### src/rtl/vend_pkg.sv
// Shared coin encoding, coin values and FSM state type for the vending payment front end.
package vend_pkg;

   typedef enum logic [1:0] {
      COIN_1  = 2'b00,
      COIN_2  = 2'b01,
      COIN_5  = 2'b10,
      COIN_10 = 2'b11
   } coin_t;

   localparam logic [3:0] COIN_VAL_1  = 4'd1;
   localparam logic [3:0] COIN_VAL_2  = 4'd2;
   localparam logic [3:0] COIN_VAL_5  = 4'd5;
   localparam logic [3:0] COIN_VAL_10 = 4'd10;

   typedef enum logic [2:0] {
      S_IDLE    = 3'd0,
      S_COLLECT = 3'd1,
      S_REQUEST = 3'd2,
      S_WAIT    = 3'd3,
      S_PAYOUT  = 3'd4
   } state_t;

   function automatic logic [3:0] coin_value(input coin_t c);
      logic [3:0] v;
      case (c)
         COIN_1:  v = COIN_VAL_1;
         COIN_2:  v = COIN_VAL_2;
         COIN_5:  v = COIN_VAL_5;
         default: v = COIN_VAL_10;
      endcase
      return v;
   endfunction

endpackage

### src/rtl/vend_coin_frontend_if.sv
// Request/response bus between the payment front end and the vending core.
interface vend_coin_frontend_if #(
   parameter int CREDIT_W = 4
);
   // req_valid is a one-cycle strobe with no back-pressure: the core must present
   // dispense/balance exactly RESP_LAT cycles later, valid for that single sampling edge.
   // deposited_amount/item_code stay stable from the strobe until the front end is idle again.
   logic                req_valid;
   logic [CREDIT_W-1:0] deposited_amount;
   logic [1:0]          item_code;
   logic                dispense;
   logic [CREDIT_W-1:0] balance;

   modport master (
      output req_valid,
      output deposited_amount,
      output item_code,
      input  dispense,
      input  balance
   );

   modport slave (
      input  req_valid,
      input  deposited_amount,
      input  item_code,
      output dispense,
      output balance
   );

endinterface

### src/rtl/vend_change_picker.sv
// Greedy change selection: largest coin (10, 5, 2, 1) not exceeding the remaining amount.
module vend_change_picker
   import vend_pkg::*;
#(
   parameter int CREDIT_W = 4
) (
   input  logic [CREDIT_W-1:0] remaining,
   output coin_t               coin,
   output logic [CREDIT_W-1:0] value
);

   always_comb begin
      coin  = COIN_1;
      value = '0;
      if (remaining >= CREDIT_W'(COIN_VAL_10)) begin
         coin  = COIN_10;
         value = CREDIT_W'(COIN_VAL_10);
      end else if (remaining >= CREDIT_W'(COIN_VAL_5)) begin
         coin  = COIN_5;
         value = CREDIT_W'(COIN_VAL_5);
      end else if (remaining >= CREDIT_W'(COIN_VAL_2)) begin
         coin  = COIN_2;
         value = CREDIT_W'(COIN_VAL_2);
      end else if (remaining != '0) begin
         coin  = COIN_1;
         value = CREDIT_W'(COIN_VAL_1);
      end
   end

endmodule

### src/rtl/vend_coin_frontend.sv
// Vending payment front end: coin credit, item request to the core, greedy change payout.
// Optional idle auto-refund in COLLECT is built when VEND_TIMEOUT_EN is defined.
module vend_coin_frontend
   import vend_pkg::*;
#(
   parameter int CREDIT_W = 4,
   parameter int RESP_LAT = 1
`ifdef VEND_TIMEOUT_EN
   ,
   parameter int TIMEOUT_CYC = 1000
`endif
) (
   input  logic                 clk,
   input  logic                 reset,
   input  logic                 coin_valid,
   input  logic [1:0]           coin_type,
   output logic                 coin_accept,
   output logic                 coin_reject,
   input  logic                 sel_valid,
   input  logic [1:0]           sel_code,
   input  logic                 cancel,
   vend_coin_frontend_if.master core,
   output logic                 vend_done,
   output logic                 change_valid,
   output logic [1:0]           change_coin,
   output logic                 busy,
   output state_t               state_dbg
);

   localparam int WAIT_W = (RESP_LAT > 1) ? $clog2(RESP_LAT) : 1;

   state_t              state, state_nxt;
   logic [CREDIT_W-1:0] credit, credit_nxt;
   logic [CREDIT_W-1:0] payout, payout_nxt;
   logic [CREDIT_W-1:0] dep_q, dep_nxt;
   logic [1:0]          item_q, item_nxt;
   logic [WAIT_W-1:0]   wait_cnt, wait_nxt;
   logic                accept_nxt, reject_nxt, done_nxt;
   logic [CREDIT_W:0]   coin_sum;
   logic                coin_fits;
   logic                tmo_hit;
   coin_t               pick_coin;
   logic [CREDIT_W-1:0] pick_value;

   // One extra bit so an overflowing coin is detected instead of wrapping the credit.
   assign coin_sum  = {1'b0, credit} + (CREDIT_W+1)'(coin_value(coin_t'(coin_type)));
   assign coin_fits = ~coin_sum[CREDIT_W];

   vend_change_picker #(
      .CREDIT_W (CREDIT_W)
   ) u_picker (
      .remaining (payout),
      .coin      (pick_coin),
      .value     (pick_value)
   );

`ifdef VEND_TIMEOUT_EN
   localparam int TMO_W = (TIMEOUT_CYC > 1) ? $clog2(TIMEOUT_CYC) : 1;
   logic [TMO_W-1:0] tmo_cnt;

   always_ff @(posedge clk or negedge reset) begin
      if (!reset) begin
         tmo_cnt <= '0;
      end else if ((state != S_COLLECT) || accept_nxt) begin
         tmo_cnt <= '0;
      end else begin
         tmo_cnt <= tmo_cnt + TMO_W'(1);
      end
   end

   assign tmo_hit = (state == S_COLLECT) && (tmo_cnt == TMO_W'(TIMEOUT_CYC - 1));
`else
   assign tmo_hit = 1'b0;
`endif

   always_ff @(posedge clk or negedge reset) begin
      if (!reset) begin
         state       <= S_IDLE;
         credit      <= '0;
         payout      <= '0;
         dep_q       <= '0;
         item_q      <= '0;
         wait_cnt    <= '0;
         coin_accept <= 1'b0;
         coin_reject <= 1'b0;
         vend_done   <= 1'b0;
      end else begin
         state       <= state_nxt;
         credit      <= credit_nxt;
         payout      <= payout_nxt;
         dep_q       <= dep_nxt;
         item_q      <= item_nxt;
         wait_cnt    <= wait_nxt;
         coin_accept <= accept_nxt;
         coin_reject <= reject_nxt;
         vend_done   <= done_nxt;
      end
   end

   always_comb begin
      state_nxt  = state;
      credit_nxt = credit;
      payout_nxt = payout;
      dep_nxt    = dep_q;
      item_nxt   = item_q;
      wait_nxt   = wait_cnt;
      accept_nxt = 1'b0;
      reject_nxt = 1'b0;
      done_nxt   = 1'b0;
      unique case (state)
         S_IDLE: begin
            if (coin_valid) begin
               if (coin_fits) begin
                  accept_nxt = 1'b1;
                  credit_nxt = coin_sum[CREDIT_W-1:0];
                  state_nxt  = S_COLLECT;
               end else begin
                  reject_nxt = 1'b1;
               end
            end
         end
         S_COLLECT: begin
            // A refund (cancel or idle timeout) wins over a selection and bounces any coin.
            if (cancel || tmo_hit) begin
               reject_nxt = coin_valid;
               payout_nxt = credit;
               credit_nxt = '0;
               state_nxt  = S_PAYOUT;
            end else begin
               if (coin_valid) begin
                  if (coin_fits) begin
                     accept_nxt = 1'b1;
                     credit_nxt = coin_sum[CREDIT_W-1:0];
                  end else begin
                     reject_nxt = 1'b1;
                  end
               end
               if (sel_valid) begin
                  item_nxt  = sel_code;
                  dep_nxt   = credit_nxt;
                  wait_nxt  = '0;
                  state_nxt = S_REQUEST;
               end
            end
         end
         S_REQUEST: begin
            reject_nxt = coin_valid;
            wait_nxt   = '0;
            state_nxt  = S_WAIT;
         end
         S_WAIT: begin
            reject_nxt = coin_valid;
            if (wait_cnt == WAIT_W'(RESP_LAT - 1)) begin
               done_nxt   = core.dispense;
               credit_nxt = '0;
               if (core.balance == '0) begin
                  dep_nxt   = '0;
                  item_nxt  = '0;
                  state_nxt = S_IDLE;
               end else begin
                  payout_nxt = core.balance;
                  state_nxt  = S_PAYOUT;
               end
            end else begin
               wait_nxt = wait_cnt + WAIT_W'(1);
            end
         end
         S_PAYOUT: begin
            reject_nxt = coin_valid;
            payout_nxt = payout - pick_value;
            if (payout == pick_value) begin
               dep_nxt   = '0;
               item_nxt  = '0;
               state_nxt = S_IDLE;
            end
         end
         default: begin
            state_nxt = S_IDLE;
         end
      endcase
   end

   assign core.req_valid        = (state == S_REQUEST);
   assign core.deposited_amount = dep_q;
   assign core.item_code        = item_q;
   assign change_valid          = (state == S_PAYOUT);
   assign change_coin           = change_valid ? pick_coin : 2'b00;
   assign busy                  = (state != S_IDLE);
   assign state_dbg             = state;

endmodule

### src/flat_wrapper.sv
// flat-port wrapper written by rule: the top's interface ports become plain ports
module vend_coin_frontend_flat import vend_pkg::*;
#(
   parameter int CREDIT_W = 4,
   parameter int RESP_LAT = 1

)
  (clk, reset, coin_valid, coin_type, coin_accept, coin_reject, sel_valid, sel_code, cancel, vend_done, change_valid, change_coin, busy, state_dbg, core_req_valid, core_deposited_amount, core_item_code, core_dispense, core_balance);
  vend_coin_frontend_if #(.CREDIT_W(CREDIT_W)) core_i ();
  input  logic clk;
  input  logic reset;
  input  logic coin_valid;
  input  logic [1:0] coin_type;
  output logic coin_accept;
  output logic coin_reject;
  input  logic sel_valid;
  input  logic [1:0] sel_code;
  input  logic cancel;
  output logic vend_done;
  output logic change_valid;
  output logic [1:0] change_coin;
  output logic busy;
  output state_t state_dbg;
  output wire logic [$bits(core_i.req_valid)-1:0] core_req_valid;
  output wire logic [$bits(core_i.deposited_amount)-1:0] core_deposited_amount;
  output wire logic [$bits(core_i.item_code)-1:0] core_item_code;
  input wire logic [$bits(core_i.dispense)-1:0] core_dispense;
  input wire logic [$bits(core_i.balance)-1:0] core_balance;
  assign core_req_valid = core_i.req_valid;
  assign core_deposited_amount = core_i.deposited_amount;
  assign core_item_code = core_i.item_code;
  assign core_i.dispense = core_dispense;
  assign core_i.balance = core_balance;
  vend_coin_frontend #(.CREDIT_W(CREDIT_W), .RESP_LAT(RESP_LAT)) u_core (.clk(clk), .reset(reset), .coin_valid(coin_valid), .coin_type(coin_type), .coin_accept(coin_accept), .coin_reject(coin_reject), .sel_valid(sel_valid), .sel_code(sel_code), .cancel(cancel), .core(core_i), .vend_done(vend_done), .change_valid(change_valid), .change_coin(change_coin), .busy(busy), .state_dbg(state_dbg));
endmodule
### config.mk
export PLATFORM = sky130hd
export DESIGN_NAME = vend_coin_frontend_flat
export DESIGN_NICKNAME = d
export VERILOG_FILES = /design/src/rtl/vend_pkg.sv /design/src/rtl/vend_coin_frontend_if.sv /design/src/rtl/vend_change_picker.sv /design/src/rtl/vend_coin_frontend.sv /design/src/flat_wrapper.sv
export SDC_FILE = /design/constraint.sdc
export NUM_CORES = 1
export LEC_CHECK = 0
export ABC_AREA = 0
export BUFFER_PORTS_ARGS = -buffer_cell sky130_fd_sc_hd__buf_2
export CORE_MARGIN = 5
export CORE_UTILIZATION = 50
export DETAILED_ROUTE_END_ITERATION = 6
export GPL_TIMING_DRIVEN = 0
export PLACE_DENSITY = 0.76
export REMOVE_ABC_BUFFERS = 1
export SKIP_LAST_GASP = 1
export SLEW_MARGIN = 0
export SYNTH_ARGS = -nofsm -noshare
export SYNTH_HDL_FRONTEND = slang
export SYNTH_SLANG_ARGS = --single-unit
### constraint.sdc
create_clock -name clk -period 3.17 [get_ports clk]
set_clock_uncertainty 0.05 [all_clocks]
set_input_delay 0.7925 -clock clk [delete_from_list [all_inputs] [get_ports clk]]
set_output_delay 0.7925 -clock clk [all_outputs]
set_load 0.01 [all_outputs]
==> results.py, run 1 <==
metrics = {
    "synthesis": {
        "ys.warnings.count": 0,
        "synth_ff_type": "dfrtp_1",
        "synth-seq-area-share_pct": 35.1,
        "number_of_standard_cells_after_synthesis": 156,
        "yosys_register_bits": 20,
        "synth_area_per_cell_sq_um": 9.14,
        "async_flop_share_pct": 100,
        "syn-cell-area_sq_mm": 0.00143,
        "post_synth_num_cell_types": 41,
        "count_of_flip_flops_with_a_built_in_enable_after_synthesis": 0,
    },
    "global_routing": {
        "total_congestion_overflow_after_global_routing": 0,
        "globalRouteTotalUtil_pct": 18.3,
        "wire_length_of_the_first_global_routing_pass_microns": 6000,
        "grt_antenna_before_repair": 0,
        "first_global_vias": 1275,
        "maximum_number_of_pins_on_one_net_before_global_route_repair": 21,
    },
    "power": {
        "netSwitchingFraction_pct": 44.6,
        "ir_drop_uv": 676,
        "pwr_density_cell_mw_per_mm2": 1020,
        "cellInternalPower_w": 0.000918,
        "share_clk_of_total_power_pct": 12.5,
        "p_sw_w": 0.000738,
        "comb_power_share_pct": 56.3,
        "p_seq_share_pct": 31.2,
        "lkg_pwr_nw": 0.813,
    },
    "place": {
        "hpwl_microns": 2750,
        "finalWeightedCongestion": 0.827,
        "io_buffer_count": 30,
    },
    "setup_path": {
        "timing.setup.critical_path_class": "reg -> out",
        "critPathMaxFanout": 19,
        "cp_data_arrival_time_ns": 1.86,
        "worst_setup_path_start_kind": "flop",
        "setup.worst_path.end_class": "output port",
        "required_time_of_the_critical_path_ns": 2.33,
    },
    "timing": {
        "maxSlewViolCount": 0,
        "rsz0062_at_grt": "false",
        "min_period_over_period_pct": 85.2,
        "hold_viol_final": 0,
        "finalSetupViolCount": 0,
        "tns_ns": 0,
        "period_minus_slack_ns": 2.70,
        "clock.fmax_mhz": 370,
        "timing_worst_slew_pin_value_ns": 0.677,
        "slew_headroom_pct": 54.5,
    },
    "route": {
        "drt_wl_total_microns": 3520,
        "antenna_left": 0,
        "route.detailed.drc": 0,
        "detailroute.via_count": 1336,
        "number_of_drc_violations_after_detailed_routing_iteration_0": 125,
        "post_drt_wl_per_cell_microns": 16.4,
        "first_pass_iteration_count_of_the_detailed_router": 4,
        "avgViaCountPerCell": 6.24,
    },
    "finish": {
        "antenna-diode-count": 0,
        "num-nets-final": 208,
        "utilization_pct": 59.6,
        "fillerInstances": 234,
        "syn_to_final_growth_pct": 14.3,
        "drive_gt1_share_pct": 23.0,
    },
    "die": {
        "coreArea_sq_mm": 0.00273,
        "fp-row-count": 19,
        "die_h_microns": 63.4,
        "die_area_sq_mm": 0.00402,
        "floorplan.initialDensity_pct": 52.1,
        "die-width_microns": 63.4,
        "top_level_ports": 31,
    },
    "clocking": {
        "clockBufferDepth": 2,
        "number_of_buffers_created_by_cts": 3,
        "ctsRootBufferMaster": "clkbuf_4",
        "cts_tree": "done",
        "clock_slew_at_reported_path_ffs_ns": 0.12,
        "clock_sinks": 20,
        "postCtsResizedCells": 0,
        "holdBufCountCts": 0,
        "cts.repair_timing.setup_buffer_count": 0,
        "worstSkewPairLatency_ns": 0.30,
        "htreeDepth": 1,
    },
    "run_status": {
        "run_status": "finished, final reports clean",
    },
    "min_path": {
        "type_of_the_tightest_min_delay_check": "in -> async",
    },
    "job": {
        "maxCapViolations": 0,
    },
}
power by group through the flow:
stage	sequential, W	clock (W)	combinational (W)
CTS	0.000513	0.000210	0.000934
finish	0.000516	0.000206	0.000933
floorplan	0.000501	0	0.000655
detailed placement	0.000516	0	0.000924
global route	0.000540	0.000225	0.00104
global placement	0.000508	0	0.000877
kinds of logic after synthesis:
group	synth area share, %
AO/OA/AOI/OAI	23.5
XOR/XNOR	1.84
adder cells (fa/ha/maj)	9.83
buffers and inverters	6.32
flip-flops	35.1
multiplexers	5.44
AND/OR/NAND/NOR	17.9
metrics by stage:
stage	area (sq um)	hold slack, ns	setup slack [ns]	total power (W)	instances
detailed placement	1580	0.429	0.333	0.00144	210
global route	1630	0.384	0.336	0.00180	214
global placement	1580	0.427	0.411	0.00138	210
floorplan	1390	0.447	0.699	0.00116	149
CTS	1630	0.376	0.492	0.00166	214
finish	1630	0.367	0.470	0.00166	214
critical path, cell delays in order (launching register included):
cell	delay [ns]
dfrtp_1	0.71
or3b_4	0.48
inv_1	0.19
buf_2	0.18
layout make-up:
type	instances	area, sq um	share of cell area, %
Multi-Input combinational cell	115	835	51.2
Clock buffer	3	22.5	1.38
Inverter	14	52.6	3.23
Tap cell	31	38.8	2.38
Timing Repair Buffer	30	150	9.22
Clock inverter	1	30.0	1.84
Sequential cell	20	500	30.7
state kept, by name, summed over array words and instances (netlist names):
signal / cells
u_core.coin_accept: 1
u_core.payout: 4
u_core.state_dbg: 3
u_core.vend_done: 1
u_core.coin_reject: 1
u_core.core.deposited_amount: 4
u_core.core.item_code: 2
u_core.credit: 4
cell usage in the layout, fill, tap and decap left out, types with 6 or more instances in the layout:
master,synthesis,final
a21oi_1,9,9
mux2_2,6,6
nor2_1,8,8
o21ai_0,10,10
ha_1,8,8
dfrtp_1,20,20
buf_2,0,30
a22o_1,9,9
nor2b_1,6,6
nand2_1,8,8
inv_1,14,14
metal layers:
layer | global-route usage [%] | up-vias | part of all wire (%)
met3 | 2.31 | 8 | 6.4
met5 | 0 | - | 0
li1 | - | 625 | -
met1 | 21.6 | 638 | 39
met2 | 33.6 | 65 | 53
met4 | 6.23 | 0 | 1.7
synth_stat cells (3+ instances only):
cell	number	area share [%]
nor4b_1	3	1.8
nand3_1	5	1.8
clkbuf_1	5	1.3
ha_1	8	7.0
o21ai_0	10	3.5
dfrtp_1	20	35
a22oi_1	3	1.6
nor2b_1	6	2.6
a22o_1	9	5.5
a21oi_1	9	3.2
o21a_1	4	2.1
mux2_2	6	4.7
nand2_1	8	2.1
nor2_1	8	2.1
nor3_1	4	1.4
inv_1	14	3.7
path summary, 6_finish.rpt:
| kind | depth (start not counted) | startpoint | end | slack (ns) |
|---|---|---|---|---|
| hold reg to reg | 1 | u_core.core.deposited_amount[3] | u_core.core.deposited_amount[3] | 0.46 |
| setup reg to reg | 7 | u_core.payout[2] | u_core.core.deposited_amount[1] | 0.48 |
| setup / recovery | 3 | u_core.state_dbg[2] | change_valid | 0.47 |
| hold / removal | 1 | reset | u_core.payout[3] | 0.37 |
| min in group clk | 1 | u_core.core.deposited_amount[3] | u_core.core.deposited_amount[3] | 0.46 |
| max in group asynchronous | 1 | reset | u_core.coin_reject | 2.38 |
Note: power is estimated with default switching activity, not from simulation.
==> inputs of run 2 (changes only) <==
--- a/config.mk
+++ b/config.mk
@@ -10,7 +10,6 @@
 export CORE_MARGIN = 5
 export CORE_UTILIZATION = 50
 export DETAILED_ROUTE_END_ITERATION = 6
-export GPL_TIMING_DRIVEN = 0
 export PLACE_DENSITY = 0.76
 export REMOVE_ABC_BUFFERS = 1
 export SKIP_LAST_GASP = 1
==> results.py, run 2 (synthesis results as in run 1) <==
metrics = {
    "timing": {
        "clock.fmax_mhz": 364,
        "rsz0062_at_grt": "false",
        "slew_headroom_pct": 55.1,
        "maxSlewViolCount": 0,
        "finalSetupViolCount": 0,
        "hold_viol_final": 0,
        "post_layout_worst_setup_margin_ns": 0.423,
        "min_period_over_period_pct": 86.7,
        "timing_worst_slew_pin_value_ns": 0.664,
        "tns_ns": 0,
        "period_minus_slack_ns": 2.75,
    },
    "die": {
        "die_area_sq_mm": 0.00402,
        "coreArea_sq_mm": 0.00273,
        "top_level_ports": 31,
        "floorplan.initialDensity_pct": 52.1,
        "die_h_microns": 63.4,
        "die-width_microns": 63.4,
        "fp-row-count": 19,
    },
    "setup_path": {
        "setup.worst_path.end_class": "output port",
        "rr_worst_depth": 7,
        "timing.setup.critical_path_class": "reg -> out",
        "required_time_of_the_critical_path_ns": 2.33,
        "cp_data_arrival_time_ns": 1.90,
        "worst_setup_path_start_kind": "flop",
        "critPathMaxFanout": 19,
    },
    "power": {
        "p_sw_w": 0.000730,
        "p_seq_share_pct": 32.6,
        "pwr_density_cell_mw_per_mm2": 985,
        "netSwitchingFraction_pct": 45.9,
        "lkg_pwr_nw": 0.806,
        "share_clk_of_total_power_pct": 9.3,
        "comb_power_share_pct": 58.1,
        "ir_drop_uv": 724,
        "cellInternalPower_w": 0.000859,
        "power_w": 0.00159,
    },
    "route": {
        "route.detailed.drc": 0,
        "number_of_drc_violations_after_detailed_routing_iteration_0": 100,
        "first_pass_iteration_count_of_the_detailed_router": 4,
        "detailroute.via_count": 1295,
        "antenna_left": 0,
        "post_drt_wl_per_cell_microns": 16.3,
        "drt_wl_total_microns": 3500,
        "avgViaCountPerCell": 6.05,
    },
    "place": {
        "io_buffer_count": 30,
        "detailedPlace.worstSlack_ns": 0.400,
        "finalWeightedCongestion": 0.848,
        "hpwl_microns": 2700,
    },
    "global_routing": {
        "grt_antenna_before_repair": 0,
        "wire_length_of_the_first_global_routing_pass_microns": 5930,
        "first_global_vias": 1249,
        "globalRouteTotalUtil_pct": 17.9,
        "total_congestion_overflow_after_global_routing": 0,
        "maximum_number_of_pins_on_one_net_before_global_route_repair": 21,
    },
    "finish": {
        "drive_gt1_share_pct": 23.0,
        "num-nets-final": 208,
        "layout.cells.most_common_list": "buf_2, dfrtp_1, inv_1",
        "utilization_pct": 59.0,
        "final_common_cell": "buf_2",
        "syn_to_final_growth_pct": 13.2,
        "antenna-diode-count": 0,
    },
    "clocking": {
        "clockBufferDepth": 2,
        "cts_tree": "done",
        "ctsRootBufferMaster": "clkbuf_4",
        "worstSkewPairLatency_ns": 0.30,
        "holdBufCountCts": 0,
        "number_of_buffers_created_by_cts": 3,
        "clock_sinks": 20,
        "postCtsResizedCells": 0,
        "cts.repair_timing.setup_buffer_count": 0,
        "clock_slew_at_reported_path_ffs_ns": 0.11,
        "htreeDepth": 1,
    },
    "min_path": {
        "type_of_the_tightest_min_delay_check": "in -> async",
    },
    "run_status": {
        "run_status": "finished, final reports clean",
    },
    "job": {
        "maxCapViolations": 0,
    },
}
-- run 2: changes by cell type in the layout (fill, tap and decap cells not counted) --
| cell | before | now |
|---|---|---|
| bufinv_16 | 1 | 0 |
| clkbuf_8 | 0 | 1 |
-- run 2: path summary, 6_finish.rpt --
kind,startpoint,slack (ns),endpoint
setup / recovery,u_core.state_dbg[2],0.42,change_valid
hold / removal,reset,0.37,u_core.payout[3]
setup reg to reg,u_core.payout[2],0.57,u_core.core.deposited_amount[2]
hold reg to reg,u_core.core.deposited_amount[3],0.45,u_core.core.deposited_amount[3]
max in group asynchronous,reset,2.38,u_core.payout[2]
min in group clk,u_core.core.deposited_amount[3],0.45,u_core.core.deposited_amount[3]
-- run 2: routing by layer --
metal	part of all wire [%]	global-route usage, %	wire length [microns]
met5	0	0	0
met4	1.2	4.16	42
met3	5.3	2.84	187
met2	51	31.0	1800
met1	42	23.3	1470
-- run 2: final cells by class --
type	count	area (sq um)
inverter	14	52.6
tap	31	38.8
fill	250	1120
sequential	20	500
timing repair buffer	30	150
clock buffer	4	36.3
multi-input combinational	115	835
-- run 2: metrics by stage --
step | cell area (sq um) | hold WS [ns] | std cells
6_report | 1610 | 0.369 | 214
3_5_place_dp | 1580 | 0.428 | 210
4_1_cts | 1610 | 0.388 | 214
3_3_place_gp | 1580 | 0.423 | 210
2_1_floorplan | 1390 | 0.447 | 149
5_1_grt | 1610 | 0.392 | 214
-- run 2: power by group through the flow --
stage / Combinational (W) / Clock, W / Sequential (W)
finish: 0.000922 / 0.000147 / 0.000518
floorplan: 0.000655 / 0 / 0.000501
CTS: 0.000923 / 0.000148 / 0.000513
global placement: 0.000884 / 0 / 0.000514
detailed placement: 0.000917 / 0 / 0.000519
global route: 0.00102 / 0.000164 / 0.000537
-- run 2: worst max-delay path: stages, from the launching register on --
cell and delay (ns):
dfrtp_1 0.73, or3b_4 0.48, inv_1 0.21, buf_2 0.18
==> inputs of run 3 (changes only) <==
--- a/config.mk
+++ b/config.mk
@@ -5,12 +5,12 @@
 export SDC_FILE = /design/constraint.sdc
 export NUM_CORES = 1
 export LEC_CHECK = 0
-export ABC_AREA = 0
+export ABC_AREA = 1
 export BUFFER_PORTS_ARGS = -buffer_cell sky130_fd_sc_hd__buf_2
 export CORE_MARGIN = 5
-export CORE_UTILIZATION = 50
+export CORE_UTILIZATION = 30
 export DETAILED_ROUTE_END_ITERATION = 6
-export PLACE_DENSITY = 0.76
+export PLACE_DENSITY = 0.5
 export REMOVE_ABC_BUFFERS = 1
 export SKIP_LAST_GASP = 1
 export SLEW_MARGIN = 0
==> results.py, run 3 <==
metrics = {
    "run_status": {
        "run_status": "finished, final reports clean",
    },
    "route": {
        "avgViaCountPerCell": 4.67,
        "drt_wl_total_microns": 3340,
        "first_pass_iteration_count_of_the_detailed_router": 6,
        "number_of_drc_violations_after_detailed_routing_iteration_0": 62,
        "antenna_left": 0,
        "route.detailed.drc": 0,
        "detailroute.via_count": 1283,
        "post_drt_wl_per_cell_microns": 12.2,
    },
    "synthesis": {
        "synth_area_per_cell_sq_um": 7.35,
        "synth.cells.most_frequent": "nand2_1, inv_1, nor2_1, dfrtp_1",
        "synth-seq-area-share_pct": 35.8,
        "synth_ff_type": "dfrtp_1",
        "post_synth_num_cell_types": 27,
        "yosys_register_bits": 20,
        "ys.warnings.count": 0,
        "post-synth-top-count-cell": "nand2_1",
        "post_synth_main_area_contributors": "dfrtp_1, nand2_1, inv_1",
        "syn-cell-area_sq_mm": 0.00140,
        "synthDominantCellAreaShare_pct": 35.8,
        "count_of_flip_flops_with_a_built_in_enable_after_synthesis": 0,
        "async_flop_share_pct": 100,
        "number_of_standard_cells_after_synthesis": 190,
        "netlist.top_cell.by_area": "dfrtp_1",
    },
    "global_routing": {
        "wire_length_of_the_first_global_routing_pass_microns": 5820,
        "grt_use_met1_pct": 16.3,
        "maximum_number_of_pins_on_one_net_before_global_route_repair": 21,
        "grtUsageMet2_pct": 18.2,
        "grt_antenna_before_repair": 0,
        "first_global_vias": 1255,
        "globalRouteTotalUtil_pct": 11.9,
        "total_congestion_overflow_after_global_routing": 0,
        "globalRouteMet3Util_pct": 3.89,
        "gr-max-usage-layer": "met2",
    },
    "finish": {
        "num-nets-final": 248,
        "antenna-diode-count": 0,
        "utilization_pct": 37.4,
        "syn_to_final_growth_pct": 19.1,
        "layout.cells.most_common_list": "nand2_1, buf_2, inv_1",
        "drive_gt1_share_pct": 23.3,
        "fillerInstances": 509,
        "register_area_sq_um": 500,
        "multiInputGateArea_sq_um": 766,
        "final_common_cell": "nand2_1",
    },
    "timing": {
        "post_layout_worst_setup_margin_ns": 0.749,
        "timing_worst_slew_pin_value_ns": 0.467,
        "min_period_over_period_pct": 76.4,
        "slew_headroom_pct": 68.8,
        "rsz0062_at_grt": "false",
        "maxSlewViolCount": 0,
        "tns_ns": 0,
        "finalSetupViolCount": 0,
        "clock.fmax_mhz": 413,
        "period_minus_slack_ns": 2.42,
        "hold_viol_final": 0,
    },
    "die": {
        "floorplan.initialDensity_pct": 31.4,
        "die_h_microns": 78.2,
        "die_area_sq_mm": 0.00612,
        "die-width_microns": 78.2,
        "fp-row-count": 24,
        "top_level_ports": 31,
        "coreArea_sq_mm": 0.00444,
    },
    "power": {
        "share_clk_of_total_power_pct": 12.0,
        "lkg_pwr_nw": 0.933,
        "comb_power_share_pct": 61.2,
        "p_seq_share_pct": 26.8,
        "ir_drop_uv": 436,
        "cellInternalPower_w": 0.000838,
        "netSwitchingFraction_pct": 49.4,
        "p_sw_w": 0.000817,
        "pwr_density_cell_mw_per_mm2": 995,
    },
    "setup_path": {
        "timing.setup.critical_path_class": "reg -> out",
        "setup.worst_path.end_class": "output port",
        "timing.critical_path.slowest_stage_cell": "a211oi_1",
        "worst_setup_path_start_kind": "flop",
        "reg2reg_slack_ns": 0.86,
        "critPathMaxFanout": 3,
        "cp_data_arrival_time_ns": 1.58,
        "required_time_of_the_critical_path_ns": 2.33,
        "worstPathCellList": "inv_1 -> a211oi_1 -> nor2_1 -> inv_1 -> nor2_1 -> buf_2",
        "beginning_of_the_critical_path": "u_core.payout[1]",
        "cp_max_stage_delay_ns": 0.42,
        "r2r-start": "u_core.payout[2]",
    },
    "clocking": {
        "clockBufferDepth": 2,
        "htreeDepth": 1,
        "number_of_buffers_created_by_cts": 3,
        "clock_slew_at_reported_path_ffs_ns": 0.07,
        "postCtsResizedCells": 0,
        "ctsRootBufferMaster": "clkbuf_8",
        "cts_tree": "done",
        "worstSkewPairLatency_ns": 0.26,
        "holdBufCountCts": 0,
        "clock_sinks": 20,
        "cts.repair_timing.setup_buffer_count": 0,
    },
    "min_path": {
        "type_of_the_tightest_min_delay_check": "in -> async",
    },
    "place": {
        "finalWeightedCongestion": 0.800,
        "detailedPlace.worstSlack_ns": 0.673,
        "hpwl_microns": 2680,
        "io_buffer_count": 30,
    },
    "job": {
        "maxCapViolations": 0,
    },
}
## run 3: worst max-delay path, delay by kind of cell, from the launching register on
family | cells | cell delay [ns]
buf+inv | 3 | 0.33
simple gates | 2 | 0.18
flops | 1 | 0.38
compound gates | 1 | 0.42
## run 3: per-stage QoR
| stage | total power [W] | cells | hold WS [ns] | cell area, sq um |
|---|---|---|---|---|
| 2_1_floorplan | 0.00119 | 189 | 0.447 | 1390 |
| 3_3_place_gp | 0.00148 | 271 | 0.410 | 1610 |
| 3_5_place_dp | 0.00147 | 271 | 0.412 | 1610 |
| 4_1_cts | 0.00168 | 275 | 0.432 | 1660 |
| 5_1_grt | 0.00185 | 275 | 0.459 | 1660 |
| 6_report | 0.00166 | 275 | 0.425 | 1660 |
## run 3: routing by layer
metal,wire length [microns],vias to the layer above
li1,-,663
met1,1590,576
met2,1490,38
met3,235,6
met4,37,0
met5,0,-
## run 3: cell type report
| cell class | instances | area share, % |
|---|---|---|
| clock buffer | 4 | 3.31 |
| inverter | 33 | 7.60 |
| sequential | 20 | 30.1 |
| multi-input combinational | 136 | 46.0 |
| tap | 52 | 3.91 |
| timing repair buffer | 30 | 9.03 |
## run 3: path summary, 6_finish.rpt
| check | cells after the start | endpoint |
|---|---|---|
| max | 6 | change_coin[0] |
| min | 1 | u_core.vend_done |
| max reg2reg | 12 | u_core.payout[2] |
| min reg2reg | 2 | u_core.core.item_code[0] |
| max in group asynchronous | 1 | u_core.credit[1] |
| min in group clk | 2 | u_core.core.item_code[0] |
## run 3: logic make-up after synthesis
group / share of synthesized area (%)
fa+ha+maj: 10.0
flops: 35.8
buf+inv: 9.32
xor+xnor: 1.25
compound gates: 9.68
simple gates: 33.9
## run 3: power groups by stage
stage / Clock, W / Combinational [W] / Sequential, W
global placement: 0 / 0.00103 / 0.000451
detailed placement: 0 / 0.00102 / 0.000448
floorplan: 0 / 0.000725 / 0.000461
CTS: 0.000207 / 0.00103 / 0.000444
global route: 0.000217 / 0.00117 / 0.000461
finish: 0.000199 / 0.00101 / 0.000443
